===== src/rtl/tt_um_down_timer.sv =====
// Loadable down-counting timer on the Tiny Tapeout user pins: load a start value,
// run it down to zero, emit a one-cycle done pulse, then stop or auto-reload.
module tt_um_down_timer #(
  parameter int unsigned WIDTH       = 4,
  parameter bit          AUTO_RELOAD = 1'b0
) (
  input  logic       clk,
  input  logic       reset,
  input  logic [3:0] ui_in,
  output logic [3:0] uo_out,
  input  logic [3:0] uio_in,
  output logic [3:0] uio_out,
  output logic [3:0] uio_oe,
  input  logic       ena
);

  typedef enum logic [1:0] {IDLE, RUN, RELOAD, DONE} state_t;

  state_t           state_q;
  logic [WIDTH-1:0] count_q;
  logic [WIDTH-1:0] reload_q;
  logic             done_q;
  logic             busy_q;

  logic             load_i;
  logic             run_i;
  logic [WIDTH-1:0] load_val;
  logic             unused_ok;

  assign load_i    = uio_in[0];
  assign run_i     = uio_in[1];
  assign load_val  = WIDTH'(ui_in);
  assign unused_ok = &{1'b0, ena, uio_in[3:2]};

  assign uo_out  = 4'(count_q);
  assign uio_out = {done_q, busy_q, 2'b00};
  assign uio_oe  = 4'b1100;

  // busy is registered alongside the state so it always matches the state being entered
  always_ff @(posedge clk or negedge reset) begin
    if (!reset) begin
      state_q  <= IDLE;
      count_q  <= '0;
      reload_q <= '0;
      done_q   <= 1'b0;
      busy_q   <= 1'b0;
    end else begin
      done_q <= 1'b0;
      if (load_i) begin
        count_q  <= load_val;
        reload_q <= load_val;
        state_q  <= IDLE;
        busy_q   <= 1'b0;
      end else begin
        unique case (state_q)
          IDLE: begin
            if (run_i) begin
              if (count_q != '0) begin
                state_q <= RUN;
                busy_q  <= 1'b1;
              end else begin
                state_q <= DONE;
                done_q  <= 1'b1;
                busy_q  <= 1'b0;
              end
            end
          end
          RUN: begin
            if (run_i) begin
              if (count_q == WIDTH'(1)) begin
                count_q <= '0;
                done_q  <= 1'b1;
                if (AUTO_RELOAD && (reload_q != '0)) begin
                  state_q <= RELOAD;
                  busy_q  <= 1'b1;
                end else begin
                  state_q <= DONE;
                  busy_q  <= 1'b0;
                end
              end else if (count_q != '0) begin
                count_q <= count_q - WIDTH'(1);
              end
            end
          end
          RELOAD: begin
            count_q <= reload_q;
            state_q <= RUN;
            busy_q  <= 1'b1;
          end
          DONE: begin
            count_q <= '0;
            busy_q  <= 1'b0;
          end
          default: begin
            state_q <= IDLE;
            busy_q  <= 1'b0;
          end
        endcase
      end
    end
  end

endmodule

===== config.mk =====
export PLATFORM = sky130hd
export DESIGN_NAME = tt_um_down_timer
export DESIGN_NICKNAME = d
export VERILOG_FILES = /design/src/rtl/tt_um_down_timer.sv
export SDC_FILE = /design/constraint.sdc
export NUM_CORES = 1
export LEC_CHECK = 0
export CAP_MARGIN = 20
export CORE_MARGIN = 10
export CORE_UTILIZATION = 45
export CTS_CLUSTER_DIAMETER = 80
export CTS_CLUSTER_SIZE = 16
export DETAILED_ROUTE_END_ITERATION = 8
export PLACE_DENSITY = 0.76
export SYNTH_ARGS = -nofsm -noshare
export SYNTH_HDL_FRONTEND = slang
export SYNTH_SLANG_ARGS = --single-unit

===== constraint.sdc =====
create_clock -name clk -period 2.8 [get_ports clk]
set_input_delay 0.42 -clock clk [delete_from_list [all_inputs] [get_ports clk]]
set_output_delay 0.42 -clock clk [all_outputs]
set_load 0.02 [all_outputs]

# After elaboration in Yosys (flattened, before gate mapping)
# Cells that the tools add are included.
[op_classes] n_reduce_logical=7 addsub=1 mux=23 n_eq_ne=8
[ops] op="4-bit 2-to-1 mux" count=4
[ops] op="4-bit case mux with 3 select lines" count=1
[ops] op="4-bit nonzero test" count=3
[ops] op="1-bit 2-to-1 mux" count=10
[ops] op="2-bit 2-to-1 mux" count=5
[ops] op="3-bit inequality test (second input constant)" count=3
[ops] op="2-bit case mux with 3 select lines" count=1
[ops] op="3-bit AND reduction" count=2
[ops] op="2-bit equality test (second input constant)" count=2
[ops] op="4-bit by 1-bit equality test with 1-bit output (second input constant)" count=1
[ops] op="4-bit inequality test (second input constant)" count=1
[ops] op="1-bit case mux with 4 select lines" count=1
[ops] op="4-bit AND reduction" count=1
[ops] op="4-bit by 1-bit subtractor with 4-bit output (second input constant)" count=1
[ops] op="2-bit by 1-bit equality test with 1-bit output (second input constant)" count=1
[ops] op="2-bit logical NOT" count=1
[ops] op="1-bit case mux with 2 select lines" count=1
[word_totals] reg_bits=12 word_cells=44 input_bits=11

# Logic depth before layout (Yosys ltp)
# Gate-level depths: netlist (run 1).
[logic_depth] word_depth=6 depth_mapped=7 mapped_depth_nobuf=6

# Least setup slack after synthesis (run 1)
# OpenSTA, ideal clock, no wires.
[synth_path] kind="register -> register" startpoint="register count_q[1], in the netlist uo_out[1]" endpoint="register count_q[2], in the netlist uo_out[2]" slack_ns=0.985 n_path_buf=0 setup_ns=0.138 stages_incl_launch_ff=7 period_less_slack_ns=1.815 arrival_ns=1.677 cell_sequence="dfrtp_1 -> inv_1 -> ha_1 -> or3b_4 -> and3_4 -> a222oi_1 -> o22ai_1"
[synth_via] elab_chain_len=6 word_cells_on_any_way=10 cone_classes="add/sub (1); eq/ne (2); mux (5); reduce/logical (2)"
[synth_lines] item="from (decl)" line_no="20" source="logic [WIDTH-1:0] count_q;"
[synth_lines] item="from (signal assigned)" line_no="50" source="count_q <= load_val;"
[synth_lines] item="from (signal assigned)" line_no="81" source="count_q <= count_q - WIDTH'(1);"
[synth_lines] item="from (signal assigned)" line_no="86" source="count_q <= reload_q;"
[synth_lines] item="4-bit by 1-bit subtractor with 4-bit output" line_no="81"
[synth_lines] item="4-bit 2-to-1 mux" line_no="80" source="end else if (count_q != '0) begin"
[synth_lines] item="4-bit 2-to-1 mux" line_no="70" source="if (count_q == WIDTH'(1)) begin"
[synth_lines] item="4-bit 2-to-1 mux" line_no="69" source="if (run_i) begin"
[synth_lines] item="4-bit case mux with 3 select lines" line_no="55" source="unique case (state_q)"
[synth_lines] item="4-bit 2-to-1 mux" line_no="49" source="if (load_i) begin"
# Parallel ways exist; a longest one is shown, timed or not. The select of a mux whose other input is x is not followed.
# A chain may end at the register's enable or synchronous reset.

# Final worst setup path (run 1)
# Ends and elaborated chain as after synthesis.

==> results by group, run 1 <==
Status
  • Outcome: finished, final reports clean

Global route
  • Pin count of the biggest net entering global routing: 13
  • Number of global-route vias before repair: 625
  • Residual overflow from global routing: 0
  • Initial antenna violation count: 0
  • First-pass GRT wire length: 2710 um
  • Overall global routing resource usage: 0.0807

Finish
  • Commonest cells after routing, fill and taps aside: sky130_fd_sc_hd__clkdlybuf4s50_1 (13), sky130_fd_sc_hd__dfrtp_1 (12), sky130_fd_sc_hd__nor2_1 (9)
  • Final-stage net count: 117
  • Most common cell after layout, fill and taps aside: sky130_fd_sc_hd__clkdlybuf4s50_1
  • Fraction of final layout cells sized beyond drive strength 1: 0.115
  • Diodes inserted: 0
  • Area growth from synthesis to layout: 14.8%
  • FILL cells: 160

Floorplanning
  • Horiz. Die Dim: 63.0 um
  • Core Region: 1750 um2
  • Chip Height: 63.0 um
  • Starting density of the core: 0.476
  • I/O pin total: 23
  • Cell Rows: 15
  • Die area: 3960 um2

Worst setup path
  • Required @ worst endpoint: 2940 ps
  • Nature of the critical path startpoint: flop
  • R2r worst-path depth: 6
  • Startpoint of the most critical register-to-register path: uo_out[1]
  • Kind of critical path: reg -> reg
  • R2R Path End: uo_out[2]
  • Data arrival time of the critical path: 1990 ps
  • Kind of capture point of the worst setup path: flop
  • Register-to-register setup slack: 950 ps
  • Critical path fanouts, max: 5

Drt
  • DRC violation count after routing: 0
  • WL per Instance: 13.5 um
  • First-pass iteration count of the detailed router: 5
  • Final wirelength: 1640 um
  • Vias per cell: 5.22
  • Via Count: 632
  • Antenna Violating Nets Remaining: 0
  • Detailed router's first-iteration violation count: 23

Clocking
  • Number of setup buffers added after CTS: 0
  • Buffer depth of the longest clock path: 2
  • CTS tree: done
  • Clock tree sinks: 12
  • Clock latency on the worst-skew pair: 270 ps
  • Post-CTS clock slew at the launch and capture registers of the worst setup and hold paths: 70 ps
  • Clk Tree Root Cell: sky130_fd_sc_hd__clkbuf_4
  • TritonCTS Buffers: 3
  • Number of hold-repair buffers added at the cts stage: 0
  • Deepest level of the CTS H-tree: 1
  • Post-CTS sizing: 0

Place
  • Final GP Congestion: 0.794
  • Number of buffer cells added on primary ports: 13
  • Placed wire-length estimate after detailed placement: 1290 um

Timing
  • Post-route worst hold slack: 497 ps
  • Minimum clock period: 1850 ps
  • Worst slew margin relative to its limit: 0.640
  • Setup skew after layout: 4.86 ps
  • Number of setup violations in the final report: 0
  • Slew at the pin with the worst max-slew slack: 539 ps
  • RSZ-0062 raised after global routing: no
  • Pins over their slew limit: 0
  • Achievable Freq: 0.539 GHz
  • Final clock period utilization by the worst path: 0.662
  • Final TNS setup: 0 ps
  • Final Hold Vio Count: 0

Synth
  • Post-Synthesis Cell Area: 831 um2
  • Share of the yosys chip area belonging to registers: 0.361
  • Post-synthesis register bit count: 12
  • Number of enable-type register cells in the synthesized netlist: 0
  • Most instantiated flip-flop cell in the synthesis netlist: sky130_fd_sc_hd__dfrtp_1
  • Mean area per synthesized cell: 9.66 um2
  • Share of flip-flops with an asynchronous set or reset after synthesis: 1.00
  • Gate count after technology mapping: 86
  • Unique cell type count in the Yosys netlist: 27
  • Yosys warning total: 0

Min path
  • Class of the tightest hold or removal check: in -> async

Pwr
  • Maximum vdd ir drop: 0.000538 V
  • Pwr Density: 946 nW/um2
  • Total power draw: 0.000902 W
  • Leakage power: 0.442 nW

Job
  • Max-cap violation count: 0
## layer usage
metal  part of all wire  wire, um  vias to the layer above  GRT usage
li1                   -         -                      313          -
met1               0.44       715                      293     0.0882
met2               0.44       725                       22      0.128
met3               0.11       176                        4     0.0484
met4              0.010        17                        0     0.0223
met5                  0         0                        -          0
## how the worst max path moves through the flow
stage / startpoint / endpoint / slack, ps
after floorplan: uo_out[1] / uo_out[2] / 980
after global placement: uio_in[0] / uo_out[2] / 710
after detailed placement: uio_in[0] / uo_out[2] / 690
after CTS: uo_out[1] / uo_out[2] / 950
after global routing: uo_out[1] / uo_out[3] / 830
final: uo_out[1] / uo_out[2] / 950
## logic make-up after synthesis
logic type,synth area share
other cells,0.00904
simple gates,0.139
buf+inv,0.128
compound gates,0.152
flops,0.361
fa+ha+maj,0.120
mux,0.0904
## critical path, stage by stage, from the launching register on
cell                       delay, ps
sky130_fd_sc_hd__dfrtp_1         410
sky130_fd_sc_hd__inv_1           110
sky130_fd_sc_hd__ha_1            190
sky130_fd_sc_hd__or3b_4          400
sky130_fd_sc_hd__and3_4          200
sky130_fd_sc_hd__a222oi_1        270
sky130_fd_sc_hd__o22ai_1         130
## state kept, by name, indices dropped and copies added, names as in the netlist
register / flops
busy_q: 1
done_q: 1
reload_q: 4
state_q: 2
uo_out: 4
## cells in the mapped netlist (all sizes together) (2+ instances only)
cell type / number / area share
dfrtp: 12 / 0.36
buf: 9 / 0.086
nor2: 9 / 0.041
ha: 8 / 0.12
inv: 8 / 0.036
nand2: 7 / 0.032
mux2: 4 / 0.054
a222oi: 3 / 0.036
mux2i: 3 / 0.036
o21ai: 3 / 0.018
o22ai: 3 / 0.023
a21oi: 2 / 0.012
conb: 2 / 0.0090
## final cells by class
cell class | instances | area, um2 | area share
Multi-Input combinational cell | 60 | 439 | 0.461
Clock buffer | 3 | 22.5 | 0.0236
Tap cell | 25 | 31.3 | 0.0328
Timing Repair Buffer | 13 | 130 | 0.136
Sequential cell | 12 | 300 | 0.315
Inverter | 8 | 30.0 | 0.0315
## per-stage QoR
step | setup WS, ps | cell area [um2] | utilization | std cells
after CTS | 947 | 953 | 0.546 | 121
final | 946 | 953 | 0.546 | 121
after global placement | 712 | 931 | 0.533 | 118
after floorplan | 985 | 846 | - | 90
after global routing | 830 | 953 | 0.546 | 121
after detailed placement | 693 | 931 | 0.533 | 118
## power by group
group / internal (W) / switching (W)
Combinational: 0.000240 / 0.000276
Clock: 0.0000498 / 0.0000537
Sequential: 0.000227 / 0.0000553
Total: 0.000517 / 0.000385
No activity file was read; power rests on OpenSTA's default activity.
==> run 2: changes to the inputs <==
- clock period: 2.8 -> 1.8 ns (I/O delays scaled with it)
==> results by group, run 2 (synthesis gave the netlist of run 1 again) <==
Finish
  • Area growth from synthesis to layout: 25.3%
  • Post-layout instance count excluding filler cells: 130 (+7.4%)
  • Commonest cells after routing, fill and taps aside: sky130_fd_sc_hd__clkdlybuf4s50_1 (13), sky130_fd_sc_hd__dfrtp_1 (11), sky130_fd_sc_hd__nor2_1 (9)
  • FILL cells: 169 (+5.6%)
  • Total area of multi-input combinational cells: 452 um2 (+2.8%)
  • Diodes inserted: 0 (unchanged)
  • Final-stage net count: 125 (+6.8%)
  • Fraction of final layout cells sized beyond drive strength 1: 0.219 (+0.104)
  • Sequential cell area: 302 um2 (+0.42%)
  • Most common cell after layout, fill and taps aside: sky130_fd_sc_hd__clkdlybuf4s50_1

Floorplanning
  • Chip Height: 63.0 um (unchanged)
  • I/O pin total: 23 (unchanged)
  • Core Region: 1750 um2 (unchanged)
  • Starting density of the core: 0.476 (unchanged)
  • Cell Rows: 15 (unchanged)
  • Die area: 3960 um2 (unchanged)
  • Horiz. Die Dim: 63.0 um (unchanged)

Worst setup path
  • Kind of critical path: reg -> reg
  • CP bufs+invs: 1 (unchanged)
  • Stage delay of the slowest cell on the critical path: 410 ps (about the same)
  • Worst-path cell chain: inv_2, ha_4, or3b_4, and3_4, a222oi_1, o22ai_1
  • Stages on the worst setup path: 6 (unchanged)
  • Critical path fanouts, max: 5 (unchanged)
  • Largest delay contributor family on the critical path: simple AND/OR/NAND/NOR gates
  • Data arrival time of the critical path: 1880 ps (-110 ps)
  • R2r worst-path depth: 6 (unchanged)
  • Required @ worst endpoint: 1960 ps (-980 ps)
  • Cell type of the slowest stage on the worst timing path: sky130_fd_sc_hd__dfrtp_2
  • Nature of the critical path startpoint: flop
  • Kind of capture point of the worst setup path: flop

Global route
  • Residual overflow from global routing: 0 (unchanged)
  • Overall global routing resource usage: 0.0848 (+0.00401)
  • Initial antenna violation count: 0 (unchanged)
  • First-pass GRT wire length: 2800 um (+3.3%)
  • Number of global-route vias before repair: 666 (+6.6%)
  • Pin count of the biggest net entering global routing: 13 (unchanged)

Pwr
  • Share of total power in the clock network: 0.138 (+0.023)
  • Sequential share of power: 0.270 (-0.043)
  • Part of the total power dissipated in combinational logic: 0.592 (+0.020)
  • Switching portion of total power: 0.404 (-0.0230)
  • Pwr Density: 1500 nW/um2 (+59%)
  • Internal power summed over all cells: 0.000932 W (+80%)
  • Leakage power: 0.487 nW (+10%)
  • Switching power: 0.000632 W (+64%)
  • Maximum vdd ir drop: 0.000648 V (+20%)

Clocking
  • Deepest level of the CTS H-tree: 1 (unchanged)
  • Clock tree sinks: 12 (unchanged)
  • CTS tree: done
  • Buffer depth of the longest clock path: 2 (unchanged)
  • Number of hold-repair buffers added at the cts stage: 0 (unchanged)
  • Post-CTS sizing: 0 (unchanged)
  • Clk Tree Root Cell: sky130_fd_sc_hd__clkbuf_4
  • Post-CTS clock slew at the launch and capture registers of the worst setup and hold paths: 80 ps (about the same)
  • Clock latency on the worst-skew pair: 280 ps (about the same)
  • TritonCTS Buffers: 3 (unchanged)
  • Number of setup buffers added after CTS: 0 (unchanged)

Place
  • Number of buffer cells added on primary ports: 13 (unchanged)
  • # placed instances: 126 (+6.8%)
  • Setup slack at placement: 46.3 ps (-646 ps)
  • Placed wire-length estimate after detailed placement: 1310 um (+2.1%)
  • Final GP Congestion: 0.854 (+7.5%)

Timing
  • Slew at the pin with the worst max-slew slack: 542 ps (+3.19 ps)
  • Achievable Freq: 0.580 GHz (+7.6%)
  • Worst slew margin relative to its limit: 0.637 (-0.00213)
  • Setup skew after layout: 9.29 ps (+4.43 ps)
  • RSZ-0062 raised after global routing: yes
  • Number of setup violations in the final report: 0 (unchanged)
  • Post-route worst setup slack: 77.0 ps (-869 ps)
  • Minimum clock period: 1720 ps (-131 ps)
  • Final clock period utilization by the worst path: 0.957 (+0.295)
  • Final Hold Vio Count: 0 (unchanged)
  • Final TNS setup: 0 ps (unchanged)
  • Pins over their slew limit: 0 (unchanged)

Drt
  • First-pass iteration count of the detailed router: 4 (-1)
  • Antenna Violating Nets Remaining: 0 (unchanged)
  • Met2 routed wirelength: 740 um (+2.1%)
  • Uppermost metal layer occupied by signal nets: met4
  • Via Count: 651 (+3.0%)
  • WL per Instance: 12.6 um (-6.9%)
  • DRC violation count after routing: 0 (unchanged)
  • Vias per cell: 5.01 (-4.1%)
  • DR WL met3: 144 um (-18%)
  • Final wirelength: 1640 um (unchanged)
  • Total routed wire length on the met1 layer: 733 um (+2.5%)
  • Detailed router's first-iteration violation count: 24 (+4.3%)

Min path
  • Class of the tightest hold or removal check: in -> async

Job
  • Max-cap violation count: 0 (unchanged)

Status
  • Outcome: finished, final reports clean
-- run 2: cell types whose count changed in the layout (fill, tap and decap cells not counted), sizes merged --
cell / previous run / this run
buf: 0 / 8
clkbuf: 3 / 4
-- run 2: power by group through the flow --
stage / Combinational, W / Clock (W) / Sequential (W)
floorplan: 0.000543 / 0 / 0.000485
global placement: 0.000901 / 0 / 0.000415
detailed placement: 0.000916 / 0 / 0.000419
CTS: 0.000920 / 0.000220 / 0.000414
global route: 0.00103 / 0.000234 / 0.000436
finish: 0.000925 / 0.000216 / 0.000423
-- run 2: layout make-up --
class                           count  share of cell area
Timing Repair Buffer               21               0.183
Clock buffer                        4              0.0349
Multi-Input combinational cell     60               0.434
Inverter                            8              0.0288
Tap cell                           25              0.0300
Sequential cell                    12               0.290
-- run 2: worst reg2reg max path, stage by stage, from the launching register on --
cell	delay (ps)
sky130_fd_sc_hd__dfrtp_2	410
sky130_fd_sc_hd__inv_2	70
sky130_fd_sc_hd__ha_4	120
sky130_fd_sc_hd__or3b_4	390
sky130_fd_sc_hd__and3_4	200
sky130_fd_sc_hd__a222oi_1	300
sky130_fd_sc_hd__o22ai_1	110
-- run 2: worst paths after layout --
path	startpoint	end	slack, ps
worst max-delay path	uo_out[1]	uo_out[2]	80
worst min-delay path	reset	done_q	340
worst max register to register	uo_out[1]	uo_out[2]	80
worst min register to register	reload_q[0]	reload_q[0]	510
max in group asynchronous	reset	uo_out[1]	1060
min in group clk	reload_q[0]	reload_q[0]	510
-- run 2: through the flow --
stage               area [um2]  total power, W  hold slack [ps]   util
finish                    1040         0.00156              337  0.596
global route              1040         0.00170              368  0.596
CTS                       1030         0.00155              362  0.589
detailed placement         992         0.00134              498  0.568
global placement           992         0.00132              492  0.568
floorplan                  847         0.00103            -25.6      -
-- run 2: metal layers --
layer | up-vias | track usage
met5 | - | 0
met4 | 0 | 0.0251
met3 | 4 | 0.0448
met2 | 19 | 0.140
met1 | 301 | 0.0914
li1 | 327 | -
==> run 3: changes to the inputs <==
- CTS_CLUSTER_DIAMETER: 80 -> 60
==> results of run 3 <==
Final layout, timing and power as in run 2 (identical DEF).
==> RTL edit 1 (config.mk and constraints of run 3) <==
Change the parameter `AUTO_RELOAD` from 1'b0 to 1'b1.
--- a/src/rtl/tt_um_down_timer.sv
+++ b/src/rtl/tt_um_down_timer.sv
@@ -2,7 +2,7 @@
 // run it down to zero, emit a one-cycle done pulse, then stop or auto-reload.
 module tt_um_down_timer #(
   parameter int unsigned WIDTH       = 4,
-  parameter bit          AUTO_RELOAD = 1'b0
+  parameter bit          AUTO_RELOAD = 1'b1
 ) (
   input  logic       clk,
   input  logic       reset,
Behaviour: not the same (a bounded check fails within 4 cycles, from zero or initial values and one cycle with reset low).
==> RTL edit 1 against run 3 <==
- via count is 14% higher
- die area grew 3.3%
- total power rose by 22%
- sequential cell count unchanged
- cell area rose by 13%
- routed wire length grew 23%
- area after synthesis rose by 4.8%
- setup slack got worse by 0.060 ns
==> RTL edit 1: results <==
[cells_and_area]
nets = 133
antenna_cells = 0
drive_gt1_share_pct = 28.1
nFillCells = 157

[synth]
synth_common_cells = "dfrtp_1, buf_4, inv_1"
ys_warn_count = 0
syn_inst = 87
ys_top_cells_by_area = "dfrtp_1, ha_1, buf_4, mux2i_1, mux2_1"
ys_seq_area_share_pct = 34.5
synth_ff_type = "dfrtp_1"
ys_async_sr_fraction_pct = 100
yosysUniqueCellTypes = 32

[run_status]
status = "completed"

[worst_setup_path]
reg2reg_depth = 6
cp-endpoint = "uo_out[0]$_DFFE_PN0P_"
r2r_slack_ns = 0.02
crit_start = "uo_out[0]$_DFFE_PN0P_"
crit_arrival_ns = 1.98
critical_path.max_stage_delay_ns = 0.47
r2r-end = "uo_out[0]$_DFFE_PN0P_"
critPathTopFamily = "simple AND/OR/NAND/NOR gates"
cp_slowest_cell = "or4b_4"
path_max_fanout = 7

[routing]
drt-initial-drc-count = 20
wl_met3_um = 188
vias = 744
routed_wirelength_mm = 2.01
highest_layer = "met4"
route.met2.wl_um = 947
viasPerCell = 5.35
first_pass_iters = 5
wl_met1_um = 860

[global_routing]
grt_max_degree = 13
grt.total_usage_pct = 10.0
grt_pass1_wl_mm = 3.35
grt_pass1_vias = 753
grt_antenna_before_repair = 0

[cts]
cts_root_buffer = "clkbuf_4"
clockBufferDepth = 2
cts_buffers = 3
htree_num_levels = 1
clkTransAtPathRegs_ns = 0.08
clk_latency_ns = 0.27

[sta]
whs_ns = 0.352
relSlewSlack_pct = 62.7
fin_worst_skew_ns = 0.000485

[place]
placed_area_um2 = 1110
dpl.hpwl_mm = 1.63
place_congestion = 0.827
portBuffers = 13

[power]
p_leak_nw = 0.516
vdd_drop_max_mv = 0.856

[min_path]
hold_class = "in2async"
## RTL edit 1: cell types whose count changed after synthesis, sizes merged, moves of 2 or more
cell and delta:
nand2 -3, a311oi +2, and4b +2, mux2i +2, nor2 -2, nor2b +2
## RTL edit 1: metrics by stage
| stage | worst slack, ns | TNS (ns) | power (mW) |
|---|---|---|---|
| after floorplan | -0.0352 | -0.0850 | 1.18 |
| after CTS | 0.00585 | 0 | 1.86 |
| after detailed placement | -0.0613 | -0.150 | 1.62 |
| after global placement | -0.0657 | -0.123 | 1.58 |
| final | 0.0168 | 0 | 1.91 |
| after global routing | -0.0502 | -0.114 | 2.06 |
## RTL edit 1: repair_timing
item / 4_1_cts / 5_1_grt
setup endpoints to repair: 4 / 5
setup buffers: 1 / 2
pin swaps: 1 / 0
resized for setup: 1 / 2
## RTL edit 1: cells by family after synthesis
group | count (synthesis) | share of synthesized area, %
AND/OR/NAND/NOR | 22 | 14.8
multiplexers | 9 | 10.9
buffers and inverters | 18 | 11.2
flip-flops | 12 | 34.5
AO/OA/AOI/OAI | 17 | 17.7
adder cells (fa/ha/maj) | 7 | 10.1
other | 2 | 0.862
## RTL edit 1: routing by layer
metal / global-route usage (%) / vias to the layer above
li1: - / 359
met1: 11.4 / 352
met4: 2.46 / 0
met2: 16.3 / 31
met3: 5.23 / 2
met5: 0 / -
## RTL edit 1: layout make-up
class	count	area, µm²	share of cell area, %
Inverter	8	32.5	2.76
Timing Repair Buffer	29	254	21.6
Tap cell	25	31.3	2.66
Clock buffer	4	36.3	3.08
Sequential cell	12	303	25.7
Multi-Input combinational cell	61	520	44.2
## RTL edit 1: power by group
part,internal [mW],leakage (nW),switching (mW)
Combinational,0.633,0.349,0.617
Clock,0.123,0.0210,0.0922
Sequential,0.359,0.147,0.0811
Total,1.12,0.516,0.791
==> RTL edit 2 (settings of run 3) <==
Without the edit above. The 4 states of `state_t` get a one-hot encoding in 4 bits.
--- a/src/rtl/tt_um_down_timer.sv
+++ b/src/rtl/tt_um_down_timer.sv
@@ -14,7 +14,7 @@
   input  logic       ena
 );
 
-  typedef enum logic [1:0] {IDLE, RUN, RELOAD, DONE} state_t;
+  typedef enum logic [3:0] {IDLE = 4'b0001, RUN = 4'b0010, RELOAD = 4'b0100, DONE = 4'b1000} state_t;
 
   state_t           state_q;
   logic [WIDTH-1:0] count_q;
Behaviour: same outputs for any inputs over 10 cycles, from zero or initial values and one cycle with reset low; not proved beyond that.
==> RTL edit 2 against run 3 <==
- the flow now finishes with violations (negative setup slack)
- critical path depth is 1 lower
- count of clock-buffer cells in the layout did not move
- area after synthesis shrank 24%
- fmax down 4.9%
- cell area is 13% lower
- synthesized cell count is 17% lower
- sequential cell count is 3 lower
- die area is 17% lower
- core utilization rose by 9.2 points
- routed wire length grew 3.1%
- setup slack worse by 0.088 ns
- highest routed layer unchanged
Power is not compared: it rests on default switching activity, and its combinational part moved more than twofold at a synthesized area within 25%.
==> RTL edit 2: results <==
[place]
placed_area_um2 = 825
place_ws_ns = -0.0733
place_congestion = 0.872
dpl.cell_count = 106

[global_routing]
grt.total_usage_pct = 10.7
grt_max_degree = 10
grt_pass1_vias = 612
grt_pass1_wl_mm = 2.88

[worst_setup_path]
critical_path.max_stage_delay_ns = 0.46
cp_slowest_cell = "or4b_4"
crit_arrival_ns = 1.97
path_max_fanout = 6
crit_start = "uo_out[0]$_DFFE_PN0P_"

[routing]
viasPerCell = 5.35
vias = 604
routed_wirelength_mm = 1.69
drt-initial-drc-count = 7

[sta]
fin_worst_skew_ns = 0.000951
setup_viol = 1
finalSetupTns_ns = -0.0109
setup_slack_ns = -0.0109

[synth]
yosysUniqueCellTypes = 31
synth_common_cells = "buf_4, dfrtp_1, a21oi_1"
ys_top_cells_by_area = "dfrtp_1, buf_4, ha_1, a21oi_1, dfstp_2"
ys_seq_area_share_pct = 36.0

[cts]
clkTransAtPathRegs_ns = 0.06

[run_status]
failed_checks = "negative setup slack"
status = "complete, but fails checks"

[cells_and_area]
nFillCells = 112
drive_gt1_share_pct = 30.6
==> RTL edit 2: layout make-up <==
cell class	count	area, µm²	area share, %
clock buffers	4	26.3	2.90
inverters	5	21.3	2.34
multi-input cells	52	367	40.4
flip-flops and latches	9	229	25.2
well taps	15	18.8	2.07
repair buffers	28	245	27.0
==> RTL edit 2: metal layers <==
metal	part of all wire (%)	up-vias	global-route usage [%]
met1	41	288	11.2
met2	50	18	18.3
met5	0	-	0
met3	8.8	3	6.86
li1	-	295	-
met4	0.65	0	1.34
==> RTL edit 2: cells by family (layout without fill, tap and decap cells) <==
logic type               Yosys count  in the layout  synth area share, %
AND/OR/NAND/NOR                   22             22                 21.5
buffers and inverters             14             37                 13.1
AO/OA/AOI/OAI                     21             21                 22.3
adder cells (fa/ha/maj)            3              3                 5.96
flip-flops                         9              9                 36.0
other                              2              6                 1.19
==> RTL edit 2: repair_timing <==
action                                  4_1_cts  5_1_grt
hold endpoints to repair                      0        0
buffers inserted                              3        0
endpoints found under the setup margin        4        4
gates resized for setup                       7        2
cloned                                        0        0
pin swaps                                     3        1
==> RTL edit 2: final timing paths <==
check | slack [ns] | cells after the start | endpoint
worst max-delay path | -0.01 | 5 | uo_out[2]$_DFFE_PN0P_
worst min-delay path | 0.30 | 1 | uo_out[3]$_DFFE_PN0P_
worst max register to register | -0.01 | 5 | uo_out[2]$_DFFE_PN0P_
worst min register to register | 0.56 | 2 | busy_q$_DFFE_PN0P_
max in group asynchronous | 1.17 | 1 | state_q[0]$_DFFE_PN1P_
min in group clk | 0.56 | 2 | busy_q$_DFFE_PN0P_
==> RTL edit 2: worst max-delay path: cells and delay by family (launching register included) <==
family / cells / cell delay (ns)
compound gates: 2 / 0.48
simple gates: 1 / 0.46
flops: 1 / 0.45
fa+ha+maj: 1 / 0.18
buf+inv: 1 / 0.14
